### src/rtl/ex_stage.sv
// MIPS execute stage: combinational ALU for logic/shift/arith ops and a
// 32-step restoring divider for DIV/DIVU that stalls the pipeline until HI/LO is ready.
module ex_stage #(
    parameter int DATA_W   = 32,
    parameter int ADDR_W   = 5,
    parameter int ALUSEL_W = 3,
    parameter int ALUOP_W  = 8
) (
    input  logic                clk,
    input  logic                rst,
    input  logic                flush,
    input  logic [DATA_W-1:0]   reg_rd_data1_in,
    input  logic [DATA_W-1:0]   reg_rd_data2_in,
    input  logic [ADDR_W-1:0]   reg_wr_addr_in,
    input  logic                reg_wr_en_in,
    input  logic [ALUSEL_W-1:0] alusel_in,
    input  logic [ALUOP_W-1:0]  aluop_in,
    output logic [ADDR_W-1:0]   reg_wr_addr_out,
    output logic                reg_wr_en_out,
    output logic [DATA_W-1:0]   reg_wr_data_out,
    output logic                hilo_wr_en_out,
    output logic [DATA_W-1:0]   hi_out,
    output logic [DATA_W-1:0]   lo_out,
    output logic                ovf_exc_out,
    output logic                stall_req_out
);
    localparam int SH_W  = $clog2(DATA_W);
    localparam int CNT_W = $clog2(DATA_W);
    localparam int MSB   = DATA_W - 1;
    localparam logic [CNT_W-1:0] CNT_MAX = CNT_W'(DATA_W - 1);

    localparam logic [ALUSEL_W-1:0] SEL_LOGIC = ALUSEL_W'(1);
    localparam logic [ALUSEL_W-1:0] SEL_SHIFT = ALUSEL_W'(2);
    localparam logic [ALUSEL_W-1:0] SEL_ARITH = ALUSEL_W'(4);
    localparam logic [ALUSEL_W-1:0] SEL_DIV   = ALUSEL_W'(5);

    localparam logic [ALUOP_W-1:0] OP_AND  = ALUOP_W'(8'h24);
    localparam logic [ALUOP_W-1:0] OP_OR   = ALUOP_W'(8'h25);
    localparam logic [ALUOP_W-1:0] OP_XOR  = ALUOP_W'(8'h26);
    localparam logic [ALUOP_W-1:0] OP_NOR  = ALUOP_W'(8'h27);
    localparam logic [ALUOP_W-1:0] OP_SLL  = ALUOP_W'(8'h7C);
    localparam logic [ALUOP_W-1:0] OP_SRL  = ALUOP_W'(8'h02);
    localparam logic [ALUOP_W-1:0] OP_SRA  = ALUOP_W'(8'h03);
    localparam logic [ALUOP_W-1:0] OP_ADD  = ALUOP_W'(8'h20);
    localparam logic [ALUOP_W-1:0] OP_ADDU = ALUOP_W'(8'h21);
    localparam logic [ALUOP_W-1:0] OP_SUB  = ALUOP_W'(8'h22);
    localparam logic [ALUOP_W-1:0] OP_SUBU = ALUOP_W'(8'h23);
    localparam logic [ALUOP_W-1:0] OP_SLT  = ALUOP_W'(8'h2A);
    localparam logic [ALUOP_W-1:0] OP_SLTU = ALUOP_W'(8'h2B);
    localparam logic [ALUOP_W-1:0] OP_DIV  = ALUOP_W'(8'h1A);

    typedef enum logic [1:0] {S_IDLE, S_BUSY, S_DONE} state_t;

    logic [DATA_W-1:0] a, b, sum, dif, alu_res;
    logic [SH_W-1:0]   shamt;
    logic              ovf, is_div;

    assign a      = reg_rd_data1_in;
    assign b      = reg_rd_data2_in;
    assign shamt  = a[SH_W-1:0];
    assign sum    = a + b;
    assign dif    = a - b;
    assign is_div = (alusel_in == SEL_DIV);

    always_comb begin
        alu_res = '0;
        ovf     = 1'b0;
        case (alusel_in)
            SEL_LOGIC: case (aluop_in)
                OP_AND:  alu_res = a & b;
                OP_OR:   alu_res = a | b;
                OP_XOR:  alu_res = a ^ b;
                OP_NOR:  alu_res = ~(a | b);
                default: alu_res = '0;
            endcase
            SEL_SHIFT: case (aluop_in)
                OP_SLL:  alu_res = b << shamt;
                OP_SRL:  alu_res = b >> shamt;
                OP_SRA:  alu_res = $unsigned($signed(b) >>> shamt);
                default: alu_res = '0;
            endcase
            SEL_ARITH: case (aluop_in)
                OP_ADD: begin
                    alu_res = sum;
                    ovf     = (a[MSB] == b[MSB]) && (sum[MSB] != a[MSB]);
                end
                OP_ADDU: alu_res = sum;
                OP_SUB: begin
                    alu_res = dif;
                    ovf     = (a[MSB] != b[MSB]) && (dif[MSB] != a[MSB]);
                end
                OP_SUBU: alu_res = dif;
                OP_SLT:  alu_res = {{(DATA_W-1){1'b0}}, $signed(a) < $signed(b)};
                OP_SLTU: alu_res = {{(DATA_W-1){1'b0}}, a < b};
                default: alu_res = '0;
            endcase
            default: alu_res = '0;
        endcase
    end

    assign reg_wr_addr_out = reg_wr_addr_in;
    assign reg_wr_data_out = alu_res;
    assign reg_wr_en_out   = reg_wr_en_in && !ovf && !is_div;
    assign ovf_exc_out     = ovf;

    // ---------------- divider ----------------
    state_t            state_q, state_d;
    logic [CNT_W-1:0]  cnt_q, cnt_d;
    logic [DATA_W-1:0] rem_q, rem_d, quo_q, quo_d, dsr_q, dsr_d, hi_q, hi_d, lo_q, lo_d;
    logic              qneg_q, qneg_d, rneg_q, rneg_d, dz_q, dz_d;

    logic              div_signed, a_neg, b_neg, ge;
    logic [DATA_W-1:0] a_abs, b_abs, shl, q_fix, r_fix;
    logic [DATA_W:0]   trial;

    assign div_signed = (aluop_in == OP_DIV);
    assign a_neg      = div_signed && a[MSB];
    assign b_neg      = div_signed && b[MSB];
    assign a_abs      = a_neg ? -a : a;
    assign b_abs      = b_neg ? -b : b;

    // One restoring step: bring in the next dividend bit, keep the trial
    // difference only if it did not borrow.
    assign shl   = {rem_q[DATA_W-2:0], quo_q[MSB]};
    assign trial = {rem_q, quo_q[MSB]} - {1'b0, dsr_q};
    assign ge    = !trial[DATA_W];

    // Divide-by-zero keeps the all-ones quotient; the remainder path
    // re-applies the dividend sign, which restores the raw dividend.
    assign q_fix = (qneg_q && !dz_q) ? -quo_q : quo_q;
    assign r_fix = rneg_q ? -rem_q : rem_q;

    always_comb begin
        state_d        = state_q;
        cnt_d          = cnt_q;
        rem_d          = rem_q;
        quo_d          = quo_q;
        dsr_d          = dsr_q;
        qneg_d         = qneg_q;
        rneg_d         = rneg_q;
        dz_d           = dz_q;
        hi_d           = hi_q;
        lo_d           = lo_q;
        stall_req_out  = 1'b0;
        hilo_wr_en_out = 1'b0;
        case (state_q)
            S_IDLE: if (is_div) begin
                stall_req_out = 1'b1;
                dsr_d  = b_abs;
                qneg_d = a_neg ^ b_neg;
                rneg_d = a_neg;
                cnt_d  = '0;
                if (b_abs == '0) begin
                    rem_d   = a_abs;
                    quo_d   = '1;
                    dz_d    = 1'b1;
                    state_d = S_DONE;
                end else begin
                    rem_d   = '0;
                    quo_d   = a_abs;
                    dz_d    = 1'b0;
                    state_d = S_BUSY;
                end
            end
            S_BUSY: begin
                stall_req_out = 1'b1;
                rem_d = ge ? trial[DATA_W-1:0] : shl;
                quo_d = {quo_q[DATA_W-2:0], ge};
                cnt_d = cnt_q + 1'b1;
                if (cnt_q == CNT_MAX) state_d = S_DONE;
            end
            S_DONE: begin
                hilo_wr_en_out = 1'b1;
                hi_d    = r_fix;
                lo_d    = q_fix;
                state_d = S_IDLE;
            end
            default: state_d = S_IDLE;
        endcase
        if (flush) begin
            state_d        = S_IDLE;
            stall_req_out  = 1'b0;
            hilo_wr_en_out = 1'b0;
            hi_d           = hi_q;
            lo_d           = lo_q;
        end
        if (rst) begin
            stall_req_out  = 1'b0;
            hilo_wr_en_out = 1'b0;
        end
    end

    assign hi_out = rst ? '0 : (hilo_wr_en_out ? r_fix : hi_q);
    assign lo_out = rst ? '0 : (hilo_wr_en_out ? q_fix : lo_q);

    always_ff @(posedge clk) begin
        if (rst) begin
            state_q <= S_IDLE;
            cnt_q   <= '0;
            rem_q   <= '0;
            quo_q   <= '0;
            dsr_q   <= '0;
            qneg_q  <= 1'b0;
            rneg_q  <= 1'b0;
            dz_q    <= 1'b0;
            hi_q    <= '0;
            lo_q    <= '0;
        end else begin
            state_q <= state_d;
            cnt_q   <= cnt_d;
            rem_q   <= rem_d;
            quo_q   <= quo_d;
            dsr_q   <= dsr_d;
            qneg_q  <= qneg_d;
            rneg_q  <= rneg_d;
            dz_q    <= dz_d;
            hi_q    <= hi_d;
            lo_q    <= lo_d;
        end
    end
endmodule

### config.mk
export PLATFORM = sky130hd
export DESIGN_NAME = ex_stage
export DESIGN_NICKNAME = d
export VERILOG_FILES = /design/src/rtl/ex_stage.sv
export SDC_FILE = /design/constraint.sdc
export NUM_CORES = 1
export LEC_CHECK = 0
export ABC_AREA = 1
export BUFFER_PORTS_ARGS = -buffer_cell sky130_fd_sc_hd__buf_2
export CAP_MARGIN = 40
export CELL_PAD_IN_SITES_DETAIL_PLACEMENT = 1
export CELL_PAD_IN_SITES_GLOBAL_PLACEMENT = 1
export CORE_UTILIZATION = 40
export DETAILED_ROUTE_END_ITERATION = 10
export PLACE_DENSITY_LB_ADDON = 0.1
export SLEW_MARGIN = 20
export SYNTH_ARGS = -nofsm -noshare
export SYNTH_HDL_FRONTEND = slang
export SYNTH_SLANG_ARGS = --single-unit
### constraint.sdc
create_clock -name clk -period 5.6 [get_ports clk]
set_input_delay 0.84 -clock clk [delete_from_list [all_inputs] [get_ports clk]]
set_output_delay 0.84 -clock clk [all_outputs]
set_load 0.05 [all_outputs]
# == After elaboration in Yosys (flattened, before gate mapping) ==
# Cells that the tools add are included.
# word_totals
memories,0
ff_bits,170
inputBits,84
output_inout_bits,105
latchBits,0
mem_bits_ro,0
word_cells,112
ramBits,0
# classes
bitwise_logic,6
mux,35
addsub,8
n_shift,3
mul,0
div_mod_pow,0
reduce_logical,21
order_cmp,2
eq_ne,27
# op_table
cell,count
$mux W32,13
$pmux W32 S4,2
$pmux W32 S3,2
$neg A32 Y32,4
$pmux W32 S2,2
$eq A8 B6 Y1 const B,10
$lt A32 B32 Y1,2
$sub A33 B32 Y33,1
$add A32 B32 Y32,1
$and A32 B32 Y32,1
$logic_not A32 Y1,1
$not A32 Y32,1
$or A32 B32 Y32,1
$shl A32 B5 Y32,1
$shr A32 B5 Y32,1
$sshr A32 B5 Y32,1
$sub A32 B32 Y32,1
$xor A32 B32 Y32,1
$eq A8 B2 Y1 const B,2
$pmux W5 S2,1
$eq A8 B5 Y1 const B,1
$eq A8 B7 Y1 const B,1
$mux W1,8
$reduce_and A2 Y1,4
21 further kinds,39

# == Logic depth before layout (Yosys ltp) ==
# Gate-level depths: netlist (run 1).
# depth
ltp_word,8
ltp_mapped,21
depth_no_buf,20

# == Worst setup path before layout (run 1) ==
# OpenSTA, ideal clock, no wires.
# synth_timing
path_kind,input-to-output
start,in reg_rd_data1_in[2]
end,out reg_wr_en_out
path_buffers,3
stages,17
arrival_time_ns,4.746
required_time_ns,4.760
setup_slack_ns,0.014
cell_sequence,buf_2 > clkinv_1 > clkbuf_1 > buf_1 > ha_1 > inv_1 > nand3_1 > nand3_1 > nand3_1 > nand2_1 > nand4_1 > nand2_1 > nand4_1 > nand3_1 > nand3_1 > a21boi_0 > nor2_1
# synth_between
elab_chain_len,8
elab_cells_between_ends,11
cone_classes,add/sub (2); eq/ne (2); mux (2); reduce/logical (5)
# synth_lines
item,line_no,rtl
"start, declared",12,"input logic [DATA_W-1:0] reg_rd_data1_in,"
$sub A32 B32 Y32 / $add A32 B32 Y32 (equally long branches),"62, 61",
$ne A1 B1 Y1 (on tied branches),"90, 85",
$logic_and A1 B1 Y1 (on tied branches),"90, 85",
$pmux W1 S2 (*),82,SEL_ARITH: case (aluop_in)
$mux W1 (*),68,case (alusel_in)
via ovf_exc_out,24,"output logic ovf_exc_out,"
$logic_not A1 Y1 (*),103,assign reg_wr_en_out = reg_wr_en_in && !ovf && !is_div;
$logic_and A1 B1 Y1 (*) (2 in series),103,
"end, declared",19,"output logic reg_wr_en_out,"
# The timed path passes the listed nets; every way through them passes the cells marked *.

# == Final worst setup path (run 1) ==
# layout_timing
start,in reg_rd_data1_in[0]
end,out reg_wr_data_out[30]
# layout_between
elab_chain_len,3
elab_cells_between_ends,8
cone_classes,add/sub (2); shift (3); mux (3)
# layout_lines
item,line_no,rtl
"$sub A32 B32 Y32, or another cell as far along",62,assign dif = a - b;
$pmux W32 S4 / $pmux W32 S3 (equally long branches),"82, 76",
$pmux W32 S3 (*),68,
"end, declared",20,"output logic [DATA_W-1:0] reg_wr_data_out,"
# Every way passes the cells marked *; elsewhere a longest branch is shown, timed or not.

==> results by group, run 1 <==
Yosys
  • Synthesized net count: 4377
  • Seq/Total Area, Yosys: between 10% and 20%
  • EDFF count, synth: 0
  • Post-synth ARST share: 0%
  • Synth cell types: 54
  • Syn Area/Cell: 5.53 µm²
  • Cell area after synthesis: 22900 µm²
  • Synthesized flop and latch total: 170
  • Synth Warn #: 0
  • Ys flop type: dfxtp_1
  • Mapped Cells: 4151

Min path
  • Worst Hold Depth: 2
  • HP Start: quo_q[28]$_SDFFE_PP0P_
  • Hold Crit Class: flip-flop to flip-flop
  • Hold Path End: quo_q[28]$_SDFFE_PP0P_

Worst setup path
  • RR Startpoint: quo_q[31]$_SDFFE_PP0P_
  • R2R setup slack: ~1.9 ns
  • Family with the most delay on the worst path: compound AO/OA/AOI/OAI gates
  • Startpoint types: input pin
  • WP data required: 4.76 ns
  • Setup crit end kind: output port
  • CP Max Fanout: 4
  • Crit-path cells: buf_2, inv_1, ha_1, fa_1, or2_2, o21ai_0, a21oi_1, o21ai_0, nand4_1, nand3_1, nand2_1, o21ai_0, nand2_1, nand2_1, buf_12
  • R2r worst-path depth: 18
  • CP Data Arrival Time: ~4.5 ns
  • Worst path buffer plus inverter count: 3
  • Slowest cell on crit path: o21ai_0
  • R2r endpoint: rem_q[30]$_SDFFE_PP0P_
  • Largest stage delay, worst path: approximately 0.6 ns
  • Kind of critical path: input pin to output port

Floorplanning
  • Top Ports: 189
  • Core Footprint: between 50000 and 60000 µm²
  • Die height: 242 µm
  • Die W: 242 µm
  • Core Rows: 87
  • Initial core utilization: between 40 and 50%
  • DIE AREA: between 50000 and 60000 µm²

Timing
  • Slew HR: between 30 and 40%
  • Final setup violation count: 0
  • Final Slew Violations: 0
  • Clock skew: 0.0131 ns
  • Setup_tns: 0 ns
  • RSZ-0062 raised after global routing: false
  • Final Hold Viols: 0
  • Measured slew at the worst slew-check pin: 0.933 ns
  • Final WS setup: 0.240 ns
  • Post-route minimum period: around 5.4 ns
  • Fmax: 187 MHz
  • Final Cycle Share: 95.7%

Route
  • Drt pass-1 iters: 5
  • DRC Markers: 0
  • Initial DRC count: between 2000 and 3000
  • WL per Instance: roughly 24 µm
  • Final wirelength: approximately 120000 µm
  • Post-route ant nets: 0
  • Via Count: 29600
  • DR vias/cell: 5.88

Global route
  • Antenna violations before repair: 2
  • Largest net degree at the start of global routing: 98
  • First-pass GRT wire length: between 150000 and 200000 µm
  • GRT Resource Usage Total: between 40 and 50%
  • Vias in the first global route: 29200
  • Gr ovfl total: 0

Placement
  • PortBufs: 178
  • GPL Wtd Cong: 1.09
  • DPL Wire Length: between 100000 and 150000 µm
  • Pre-CTS setup slack: roughly 0.31 ns

Clock network
  • # H-tree levels: 4
  • Post-CTS Setup Inserts: 0
  • Max clock buf depth: 2
  • CTS root buf: clkbuf_16
  • Clock Sinks: 170
  • Cts repair resizes: 0
  • Worst-skew pair later-pin latency: 0.47 ns
  • CTS tree: built
  • CTS clk-pin slew, worst paths: 0.07 ns
  • CTS Hold Bufs: 0
  • CTS buffer count: 17

Run
  • MaxCap Viol Count: 0

Pwr
  • Sequential power share: 28.9%
  • Net Switching: 0.00211 W
  • IR drop worst, VDD: 208 µV
  • P_int: 0.00244 W
  • Switching part of the total: 46.3%
  • Power Density: 179 nW/µm²
  • Clock power share: 25.5%
  • Leakage: about 13 nW
  • Comb pwr share: 45.6%

Outcome
  • Run status: complete, no violations

Layout
  • # fillers: 8131
  • Fin nets: 4487
  • P&R area growth vs syn: 11.1%
  • Share of cells above drive strength 1: 8.54%
  • Finished Core Util: between 40 and 50%
-- per-stage QoR --
stage	std cells	total power [W]	hold WS (ns)	cell area [µm²]
2_1_floorplan	4151	0.00263	0.439	22900
3_3_place_gp	4996	0.00332	0.448	24900
3_5_place_dp	4997	0.00334	0.457	24900
4_1_cts	5029	0.00451	0.468	25500
5_1_grt	5030	0.00480	0.501	25500
6_report	5032	0.00455	0.465	25500
-- per-layer routing --
metal / part of all wire, % / up-vias / global-route usage (%)
met5: 0.0098 / - / 0
met4: 8.4 / 2 / 29.8
met3: 7.1 / 330 / 5.49
met2: 44 / 1323 / 65.8
met1: 40 / 14100 / 50.8
li1: - / 13900 / -
-- power groups by stage --
stage | logic [W] | registers, W | clock network [W]
floorplan | 0.00132 | 0.00131 | 0
global placement | 0.00198 | 0.00134 | 0
detailed placement | 0.00200 | 0.00134 | 0
CTS | 0.00201 | 0.00131 | 0.00118
global route | 0.00226 | 0.00132 | 0.00123
finish | 0.00208 | 0.00131 | 0.00116
-- cell type report --
class                      count  area [µm²]  area share (%)
antenna                        2        5.00          0.0196
clock buffer                  20         447            1.75
clock inverter                12         114           0.447
inverter                     636        2390            9.37
multi-input combinational   3159       16400            64.3
sequential                   170        3400            13.3
tap                          756         946            3.71
timing repair buffer         277        1800            7.08
-- synthesized netlist by cell type, drive strengths merged (27+ instances only) --
cell | number | area, µm²
nand2 | 993 | 3740
nor3 | 74 | 387
inv | 631 | 2370
a221oi | 27 | 236
o211ai | 40 | 300
o21ai | 440 | 2210
clkbuf | 138 | 518
dfxtp | 170 | 3400
a21oi | 310 | 1550
nand3 | 337 | 1700
nand4 | 82 | 513
o221ai | 35 | 307
nor2 | 427 | 1670
ha | 139 | 1740
xor2 | 55 | 482
buf | 48 | 287
-- how the worst max path moves through the flow --
stage | startpoint | end | slack [ns] | cells after the start
finish | reg_rd_data1_in[0] | reg_wr_data_out[30] | 0.24 | 15
global route | reg_rd_data1_in[0] | reg_wr_data_out[30] | 0.16 | 15
CTS | reg_rd_data1_in[0] | reg_wr_data_out[30] | 0.31 | 15
detailed placement | reg_rd_data1_in[0] | reg_wr_data_out[30] | 0.31 | 15
global placement | reg_rd_data1_in[0] | reg_wr_data_out[30] | 0.34 | 15
floorplan | reg_rd_data1_in[2] | reg_wr_en_out | 0.01 | 17
-- logic make-up (layout without fill, tap and decap cells) --
| logic type | count (synthesis) | in the layout | share of synthesized area [%] |
|---|---|---|---|
| AND/OR/NAND/NOR | 1959 | 1959 | 36.3 |
| other | 0 | 2 | 0 |
| multiplexers | 9 | 9 | 0.393 |
| flip-flops | 170 | 170 | 14.8 |
| buffers and inverters | 822 | 945 | 13.9 |
| adder cells (fa/ha/maj) | 142 | 142 | 7.84 |
| XOR/XNOR | 76 | 76 | 2.90 |
| AO/OA/AOI/OAI | 973 | 973 | 23.9 |
-- registers in the layout (all words and copies together), names as in the netlist, 2 cells and up --
name and cells:
rem_q 32, dsr_q 32, state_q 2, hi_q 32, cnt_q 5, lo_q 32, quo_q 32
-- cell usage in the layout, fill, tap and decap left out, types with 5 or more instances in the layout --
master	count
clkinv_4	6
clkinv_1	5
buf_12	9
o211ai_1	40
nand2_2	6
o21ai_1	10
o2111ai_1	8
buf_2	171
o22ai_1	21
inv_1	621
nand2_1	987
a21o_1	10
dfxtp_1	170
nor2_2	10
xnor2_1	21
o221ai_1	35
o21ai_0	429
nand4_1	82
a31oi_1	20
a21boi_0	6
or2_2	16
nand3_1	334
mux2i_1	9
nor3_1	70
ha_1	139
o21a_1	26
a221oi_1	27
clkbuf_16	17
xor2_1	55
buf_4	95
a21oi_1	310
a211oi_1	14
nor4_1	15
nor2_1	411
nand3b_1	10
o21bai_1	6
inv_2	9
-- tightest hold or removal path: cells and delay by family, from the launching register on --
kind,cells,cell delay (ns)
AO/OA/AOI/OAI,1,0.05
AND/OR/NAND/NOR,1,0.06
flip-flops,1,0.31
(Power assumes the default switching activity.)
==> inputs of run 2 (changes only) <==
GPL_TIMING_DRIVEN = 0   (was default)
PLACE_DENSITY = 0.86   (was default)
PLACE_DENSITY_LB_ADDON = default   (was 0.1)
clock period = 6.74 ns   (was 5.6 ns; I/O delays follow)
==> results by group, run 2 (synthesis gave the netlist of run 1 again) <==
Floorplanning
  • Core Footprint: 56500 µm² (unchanged)
  • DIE AREA: 58300 µm² (unchanged)
  • Die W: 242 µm (unchanged)
  • Die height: 242 µm (unchanged)
  • Top Ports: 189 (unchanged)
  • Core Rows: 87 (unchanged)
  • Initial core utilization: 40.6% (unchanged)

Route
  • Initial DRC count: 3212 (was 2551)
  • DRC Markers: 0 (unchanged)
  • Via Count: 31900 (was 29600)
  • Post-route ant nets: 0 (unchanged)
  • WL per Instance: 27.9 µm (was 24.4 µm)
  • Final wirelength: 143000 µm (was 123000 µm)
  • DR vias/cell: 6.22 (was 5.88)
  • Drt pass-1 iters: 6 (was 5)

Global route
  • Gr ovfl total: 0 (unchanged)
  • GRT Resource Usage Total: 47.6% (was 41.2%)
  • First-pass GRT wire length: 208000 µm (was 183000 µm)
  • Vias in the first global route: 31600 (was 29200)
  • Largest net degree at the start of global routing: 19 (was 98)
  • Antenna violations before repair: 4 (was 2)

Timing
  • Post-route minimum period: 6.67 ns
  • Measured slew at the worst slew-check pin: 0.959 ns (was 0.933 ns)
  • Final setup violation count: 0 (unchanged)
  • Slew HR: 36.1% (was 37.3%)
  • RSZ-0062 raised after global routing: false (unchanged)
  • Final WS setup: 0.0700 ns (was 0.240 ns)
  • Final Cycle Share: a little over nine tenths
  • Final Slew Violations: 0 (unchanged)
  • Clock skew: 0.0216 ns (was 0.0131 ns)
  • Fmax: 150 MHz
  • Final Hold Viols: 0 (unchanged)
  • Hold WS: 0.480 ns (was 0.465 ns)

Worst setup path
  • RR Startpoint: rem_q[0]$_SDFFE_PP0P_ (was quo_q[31]$_SDFFE_PP0P_)
  • R2r endpoint: rem_q[30]$_SDFFE_PP0P_ (unchanged)
  • Setup crit end kind: output port (unchanged)
  • Kind of critical path: input pin to output port (unchanged)
  • Startpoint types: input pin (unchanged)
  • CP Max Fanout: 12 (was 4)
  • CP Data Arrival Time: 5.66 ns (was 4.52 ns)
  • Critical Path Source: reg_rd_data1_in[1] (was reg_rd_data1_in[0])
  • WP data required: 5.73 ns (was 4.76 ns)
  • R2r worst-path depth: 19 (was 18)
  • R2R setup slack: 2.93 ns (was 1.92 ns)

Min path
  • Hold Path End: quo_q[28]$_SDFFE_PP0P_ (unchanged)
  • Hold Crit Class: flip-flop to flip-flop (unchanged)
  • Worst Hold Depth: 2 (unchanged)
  • HP Start: quo_q[28]$_SDFFE_PP0P_ (unchanged)

Placement
  • GPL Wtd Cong: 1.12 (was 1.09)
  • Pre-CTS setup slack: -0.548 ns (was 0.312 ns)
  • Placed Instances: 5092 (was 4997)
  • PortBufs: 182 (was 178)
  • DPL Wire Length: 116000 µm (was 100000 µm)

Layout
  • Commonest non-fill, non-tap cell in the layout: nand2_1 (unchanged)
  • Commonest non-fill, non-tap cells in the layout: 988 x nand2_1, 622 x inv_1, 421 x o21ai_0 (was 987 x nand2_1, 621 x inv_1, 429 x o21ai_0)
  • FF+latch area: 3400 µm² (unchanged)
  • Final Non-Filler Cells: 5127 (was 5032)
  • # fillers: 8230 (was 8131)
  • Finished Core Util: 45.1% (about the same)
  • Share of cells above drive strength 1: 7.02% (was 8.54%)
  • Multi-input combinational cell area: 16400 µm² (about the same)
  • Fin nets: 4584 (was 4487)
  • Ant. Diodes: 0 (was 2)
  • P&R area growth vs syn: 11.0% (was 11.1%)

Clock network
  • Worst-skew pair later-pin latency: 0.47 ns (about the same)
  • Clock Sinks: 170 (unchanged)
  • CTS root buf: clkbuf_16 (unchanged)
  • CTS buffer count: 17 (unchanged)
  • CTS tree: built (unchanged)
  • Max clock buf depth: 2 (unchanged)
  • CTS clk-pin slew, worst paths: 0.07 ns (about the same)
  • # H-tree levels: 4 (unchanged)

Pwr
  • Power Density: 158 nW/µm² (was 179 nW/µm²)
  • Leakage: 13.0 nW (was 13.1 nW)
  • Total Power: 0.00402 W (was 0.00455 W)
  • IR drop worst, VDD: 201 µV (was 208 µV)

Outcome
  • Run status: complete, no violations (unchanged)

Run
  • MaxCap Viol Count: 0 (unchanged)
[run 2: where the power goes]
part | leakage, nW | total (W) | switching (W) | internal, W
clock | 0.301 | 0.00106 | 0.000517 | 0.000544
sequential | 1.38 | 0.00111 | 0.0000691 | 0.00104
combinational | 11.4 | 0.00185 | 0.00137 | 0.000478
[run 2: how the worst max path moves through the flow]
stage | endpoint | slack, ns
after global placement | reg_wr_data_out[20] | -0.55
after CTS | reg_wr_data_out[18] | 0.02
after detailed placement | reg_wr_data_out[28] | -0.55
after global routing | reg_wr_data_out[0] | 0.05
final | reg_wr_data_out[0] | 0.07
after floorplan | reg_wr_en_out | 0.81
[run 2: worst max-delay path, stage by stage]
cell      delay, ns
buf_2          0.17
buf_2          0.32
clkinv_1       0.27
clkbuf_1       0.31
clkbuf_2       0.36
fa_1           0.52
or2_2          0.33
o21ai_1        0.28
nand2_1        0.12
nand2_1        0.16
nand2_1        0.07
nand2_1        0.21
nand3_1        0.11
nand2_1        0.21
nand4_1        0.29
nand3_1        0.15
nand3_1        0.09
nand2_1        0.14
nand2_1        0.07
nand2_1        0.16
buf_2          0.29
[run 2: layout make-up]
cell class                 count  share of cell area [%]
multi-input combinational   3159                    64.2
sequential                   170                    13.4
inverter                     636                    9.37
timing repair buffer         188                    3.74
tap                          756                    3.71
buffer                       186                    3.17
clock buffer                  18                    1.72
clock inverter                14                   0.663
[run 2: metal layers]
| layer | part of all wire, % | vias up | GRT usage (%) |
|---|---|---|---|
| li1 | - | 14100 | - |
| met1 | 37 | 15200 | 55.7 |
| met2 | 44 | 1942 | 75.6 |
| met3 | 9.2 | 640 | 8.90 |
| met4 | 9.8 | 6 | 39.7 |
| met5 | 0.030 | - | 0 |
[run 2: what timing repair did]
item | CTS | global route
endpoints found under the setup margin | 6 | 9
gates resized for setup | 5 | 8
hold buffers | 0 | 0
setup buffers | 0 | 0
[run 2: per-stage QoR]
stage	TNS, ns	instance area, µm²
floorplan	0	22900
global placement	-2.20	24800
detailed placement	-2.21	24800
CTS	0	25400
global route	0	25500
finish	0	25500
